$ cat config.mk
export PLATFORM = sky130hd
export DESIGN_NAME = pipe_stage_buf
export DESIGN_NICKNAME = d
export VERILOG_FILES = /design/src/rtl/pipe_stage_buf_pkg.sv /design/src/rtl/pipe_stage_buf_mem.sv /design/src/rtl/pipe_stage_buf.sv
export SDC_FILE = /design/constraint.sdc
export NUM_CORES = 1
export LEC_CHECK = 0
export CORE_ASPECT_RATIO = 1.1
export CORE_MARGIN = 2
export CORE_UTILIZATION = 52
export DETAILED_ROUTE_END_ITERATION = 8
export PLACE_DENSITY = 0.92
export SYNTH_ARGS = -nofsm -noshare
export SYNTH_HDL_FRONTEND = slang
export SYNTH_SLANG_ARGS = --single-unit
$ cat constraint.sdc
create_clock -name CLK -period 9.4 [get_ports CLK]
set_input_delay 0.94 -clock CLK [delete_from_list [all_inputs] [get_ports CLK]]
set_output_delay 0.94 -clock CLK [all_outputs]
set_load 0.05 [all_outputs]
$ cat src/rtl/pipe_stage_buf_pkg.sv
// Shared types and helpers for the pipeline-stage elastic buffer.
package pipe_stage_buf_pkg;

    localparam int unsigned WORD_W         = 32;
    localparam int unsigned PIPE_OCC_MAX_W = 8;

    typedef logic [WORD_W-1:0]         word_t;
    typedef logic [15:0]               stat_cnt_t;
    typedef logic [PIPE_OCC_MAX_W-1:0] pipe_occ_t;

    // Bubble control bit pattern; replicated to the control-bundle width.
    localparam logic      PIPE_NOP_CTRL = 1'b0;
    localparam stat_cnt_t STAT_CNT_MAX  = 16'hFFFF;

    // Pointer width; a single-entry buffer still needs a 1-bit pointer.
    function automatic int unsigned ptr_width(input int unsigned depth);
        return (depth > 1) ? $clog2(depth) : 1;
    endfunction

endpackage

$ cat src/rtl/pipe_stage_buf_mem.sv
// Entry storage: DEPTH x W register array, one write port, one async read port.
// Entries are deliberately not reset; the owner gates outputs with valid.
module pipe_stage_buf_mem #(
    parameter int unsigned W     = 48,
    parameter int unsigned DEPTH = 2,
    parameter int unsigned PTR_W = 1
) (
    input  logic             CLK,
    input  logic             we,
    input  logic [PTR_W-1:0] waddr,
    input  logic [W-1:0]     wdata,
    input  logic [PTR_W-1:0] raddr,
    output logic [W-1:0]     rdata
);

    logic [W-1:0] mem [DEPTH];

    // Write the accepted word into its slot
    always_ff @(posedge CLK) begin
        if (we) begin
            mem[waddr] <= wdata;
        end
    end

    assign rdata = mem[raddr];

endmodule

$ cat src/rtl/pipe_stage_buf.sv
// Pipeline-stage register with valid/ready handshake and a DEPTH-entry elastic buffer.
// Optional statistics counters enabled by defining PIPE_STAGE_BUF_STATS_EN.
module pipe_stage_buf
    import pipe_stage_buf_pkg::*;
#(
    parameter int unsigned DATA_W = $bits(word_t),
    parameter int unsigned CTRL_W = 16,
    parameter int unsigned DEPTH  = 2
) (
    input  logic                       CLK,
    input  logic                       RST,
    input  logic                       flush,
    input  logic                       in_valid,
    output logic                       in_ready,
    input  logic [CTRL_W-1:0]          in_ctrl,
    input  logic [DATA_W-1:0]          in_data,
    output logic                       out_valid,
    input  logic                       out_ready,
    output logic [CTRL_W-1:0]          out_ctrl,
    output logic [DATA_W-1:0]          out_data,
    output logic [$clog2(DEPTH+1)-1:0] occupancy
`ifdef PIPE_STAGE_BUF_STATS_EN
    ,
    output stat_cnt_t                  stall_cnt,
    output stat_cnt_t                  flush_cnt
`endif
);

    localparam int unsigned PTR_W = ptr_width(DEPTH);
    localparam int unsigned OCC_W = $clog2(DEPTH + 1);
    localparam int unsigned ENT_W = CTRL_W + DATA_W;

    logic [PTR_W-1:0] rd_ptr;
    logic [PTR_W-1:0] wr_ptr;
    logic [OCC_W-1:0] count_nxt;
    logic [ENT_W-1:0] rd_ent;
    logic             push_c;
    logic             pop_c;

    assign push_c = in_valid & in_ready;
    assign pop_c  = out_valid & out_ready;

    // Pointer advance with wrap at DEPTH-1 (DEPTH need not be a power of two)
    function automatic logic [PTR_W-1:0] ptr_inc(input logic [PTR_W-1:0] p);
        return (p == PTR_W'(DEPTH - 1)) ? '0 : p + PTR_W'(1);
    endfunction

    // Next occupancy from this edge's transfers
    always_comb begin
        count_nxt = occupancy;
        if (push_c && !pop_c) begin
            count_nxt = occupancy + OCC_W'(1);
        end else if (!push_c && pop_c) begin
            count_nxt = occupancy - OCC_W'(1);
        end
    end

    // Pointers, count and registered handshake flags; flush squashes everything
    always_ff @(posedge CLK or posedge RST) begin
        if (RST) begin
            rd_ptr    <= '0;
            wr_ptr    <= '0;
            occupancy <= '0;
            out_valid <= 1'b0;
            in_ready  <= 1'b1;
        end else if (flush) begin
            rd_ptr    <= '0;
            wr_ptr    <= '0;
            occupancy <= '0;
            out_valid <= 1'b0;
            in_ready  <= 1'b1;
        end else begin
            if (push_c) begin
                wr_ptr <= ptr_inc(wr_ptr);
            end
            if (pop_c) begin
                rd_ptr <= ptr_inc(rd_ptr);
            end
            occupancy <= count_nxt;
            out_valid <= (count_nxt != '0);
            in_ready  <= (count_nxt != OCC_W'(DEPTH));
        end
    end

    pipe_stage_buf_mem #(
        .W     (ENT_W),
        .DEPTH (DEPTH),
        .PTR_W (PTR_W)
    ) u_mem (
        .CLK   (CLK),
        .we    (push_c & ~flush),
        .waddr (wr_ptr),
        .wdata ({in_ctrl, in_data}),
        .raddr (rd_ptr),
        .rdata (rd_ent)
    );

    // Bubble gating: outputs are all-zero whenever no head entry is valid
    assign out_ctrl = out_valid ? rd_ent[ENT_W-1:DATA_W] : {CTRL_W{PIPE_NOP_CTRL}};
    assign out_data = out_valid ? rd_ent[DATA_W-1:0]     : '0;

`ifdef PIPE_STAGE_BUF_STATS_EN
    // Saturating stall / non-empty-flush counters, cleared only by reset
    always_ff @(posedge CLK or posedge RST) begin
        if (RST) begin
            stall_cnt <= '0;
            flush_cnt <= '0;
        end else begin
            if (out_valid && !out_ready && (stall_cnt != STAT_CNT_MAX)) begin
                stall_cnt <= stall_cnt + 16'd1;
            end
            if (flush && (occupancy != '0) && (flush_cnt != STAT_CNT_MAX)) begin
                flush_cnt <= flush_cnt + 16'd1;
            end
        end
    end
`endif

endmodule

==> flow_summary.yaml <==
power:
  p_leak_nw: 1.78
  ir_drop_mv: 0.140
  power.density_nw_per_um2: 226
  finalPower_w: 0.00123
placement:
  gp_congestion: 0.723
  numPlacedInstances: 436
  io_buffer_count: 104
  hpwl_mm: 5.01
  dpl_cell_area_um2: 5210
die:
  coreArea_um2: 7510
  num_io_pins: 105
  start_util: 0.541
  die_w_um: 88.3
  dieArea_um2: 8540
  fp-row-count: 33
  fp.dieH_um: 96.7
setup_path:
  critical_path_class: "reg2out"
  critical_path.max_fanout: 33
  critical_path_arrival_ps: 2830
  reg2reg_from: "in_ready$_DFF_PP1_"
  crit_end: "out_ctrl[7]"
  worstReg2RegEnd: "u_mem.mem[1][3]$_DFFE_PP_"
  reg2reg_slack_ps: 7180
  rr_worst_depth: 3
  timing.critical_path.to_type: "output pin"
  crit_start: "rd_ptr$_DFFE_PP0P_"
  start_kind: "flip-flop"
  cp_data_required_time_ps: 8460
cts:
  numCtsBuffers: 9
  cts_tree: "built"
  clkSinkCount: 102
  h-tree-depth: 3
  clk_pin_slew_ps: 90
  cts_setup_buffers: 0
  root_buffer: "clkbuf_8"
  clkLatencyLatePin_ps: 350
  postCtsHoldBufs: 0
  clock_path_buffers: 2
  post_cts_resized: 0
hold_path:
  min_path_type: "reg2reg"
final_layout:
  drive_gt1_frac: 0.0865
  final_core_util: 0.723
  fin_nets: 395
  diodes: 0
  syn_to_final_growth_pct: 33.6
  finalNonFillerCells: 452
  final_area_um2: 5430
timing:
  max_freq_mhz: 266
  fin_crit_ps: 3770
  setup_tns_ps: 0
  relSlewSlack: 0.477
  report.final.setup_viol: 0
  slew_violations: 0
  hold_viol_final: 0
  finalCritPeriodShare: 0.401
  fin_skew_ps: 6.30
  tightestPinTransition_ps: 780
  rsz0062_at_grt: "false"
global_route:
  track_usage: 0.188
  grt_max_degree: 40
  grt_pass1_wl_mm: 12.0
  grt_pass1_vias: 2436
  grt_remaining_overflow: 0
  antenna_found_initial: 0
detailed_routing:
  antenna_left: 0
  wl_mm: 7.41
  vias_per_cell: 4.98
  drc: 0
  drt_iter0_drc: 145
  drt-wirelength-per-cell_um: 16.4
  dr.pass1.iters: 4
  vias: 2251
synthesis:
  synth-seq-cells: 102
  yosys.area.top_type: "edfxtp_1"
  yosysMostFrequentCell: "edfxtp_1"
  netlist_area_um2: 4070
  syn_inst: 236
  seq_area_frac_synth: 0.746
  synthDistinctLibCells: 23
  synth-main-ff-cell: "edfxtp_1"
  synth_top_area_frac: 0.709
  synth-edff-count: 96
  syn_area_per_cell_um2: 17.2
  synth_area_leaders: "edfxtp_1 (71%), mux2i_1 (12%), nor2b_1 (7.5%), dfrtp_1 (3.1%), mux2_2 (0.83%)"
  ys_async_sr_fraction: 0.0588
  synth_commonest_cells: "edfxtp_1 (96), mux2i_1 (49), nor2b_1 (49)"
  synth_fp_nets: 289
  ys_warn_count: 0
status:
  outcome: "complete, no violations"
job:
  max_cap_violations: 0
==> metal layers <==
| metal | GRT usage | part of all wire |
|---|---|---|
| met1 | 0.247 | 0.41 |
| met2 | 0.297 | 0.51 |
| met3 | 0.0452 | 0.063 |
| met4 | 0.0793 | 0.015 |
| met5 | 0 | 0 |
==> power breakdown <==
group	total, W	internal [W]	switching [W]
clock	0.000295	0.000151	0.000144
combinational	0.000378	0.000144	0.000234
sequential	0.000557	0.000531	0.0000255
==> cell type report <==
cell class	instances	area, um^2
clock inverters	7	97.6
repair buffers	108	1070
fillers	510	2080
well taps	105	131
flip-flops and latches	102	3040
clock buffers	9	124
inverters	2	7.51
multi-input cells	119	966
==> stage by stage <==
stage | hold WS [ps] | setup slack, ps
6_report | 595 | 5630
5_1_grt | 650 | 5480
4_1_cts | 607 | 5590
3_5_place_dp | 580 | 5980
3_3_place_gp | 555 | 6050
2_1_floorplan | 519 | 4180
==> sequential cells by signal (all words and copies together) (netlist names) <==
name and count:
rd_ptr 1, occupancy 2, u_mem.mem 96, wr_ptr 1
out_valid 1, in_ready 1
==> layout by cell type, fill, tap and decap left out <==
| master | instances |
|---|---|
| xor2_1 | 3 |
| dfrtp_1 | 4 |
| dfrtp_2 | 1 |
| clkinvlp_4 | 1 |
| mux2_2 | 3 |
| clkbuf_8 | 9 |
| xnor2_1 | 1 |
| nand2_4 | 1 |
| nor3_1 | 1 |
| inv_6 | 1 |
| inv_1 | 2 |
| mux2i_1 | 49 |
| bufinv_16 | 2 |
| nor3b_2 | 1 |
| nand2_2 | 1 |
| a21oi_2 | 2 |
| nor2b_1 | 49 |
| nor4b_1 | 1 |
| buf_4 | 4 |
| dfstp_2 | 1 |
| a211oi_1 | 1 |
| clkinv_4 | 2 |
| clkinv_1 | 1 |
| a31oi_1 | 1 |
| nor2_1 | 4 |
| nor3_2 | 1 |
| clkdlybuf4s50_1 | 104 |
| edfxtp_1 | 96 |
==> worst max-delay path: stages, from the launching register on <==
cell and delay (ps):
dfrtp_2 680, buf_4 570, mux2i_1 180, nor2b_1 180, clkdlybuf4s50_1 830
==> kinds of logic (layout without fill, tap and decap cells) <==
group           count (synthesis)  after routing  share of synthesized area
flops                         102            102                      0.746
xor+xnor                        4              4                    0.00862
mux                            52             52                      0.129
simple gates                   59             59                     0.0899
compound gates                  4              4                    0.00770
buf+inv                        15            126                     0.0185
==> worst min path at each step <==
stage                              end          startpoint  cells past startpoint  slack, ps
detailed placement  wr_ptr$_DFFE_PP0P_  wr_ptr$_DFFE_PP0P_                      2        580
floorplan           wr_ptr$_DFFE_PP0P_  wr_ptr$_DFFE_PP0P_                      2        520
CTS                 wr_ptr$_DFFE_PP0P_  wr_ptr$_DFFE_PP0P_                      2        610
finish              wr_ptr$_DFFE_PP0P_  wr_ptr$_DFFE_PP0P_                      2        590
global placement    wr_ptr$_DFFE_PP0P_  wr_ptr$_DFFE_PP0P_                      2        560
global route        wr_ptr$_DFFE_PP0P_  wr_ptr$_DFFE_PP0P_                      2        650
Power figures use the tool's default switching activity.
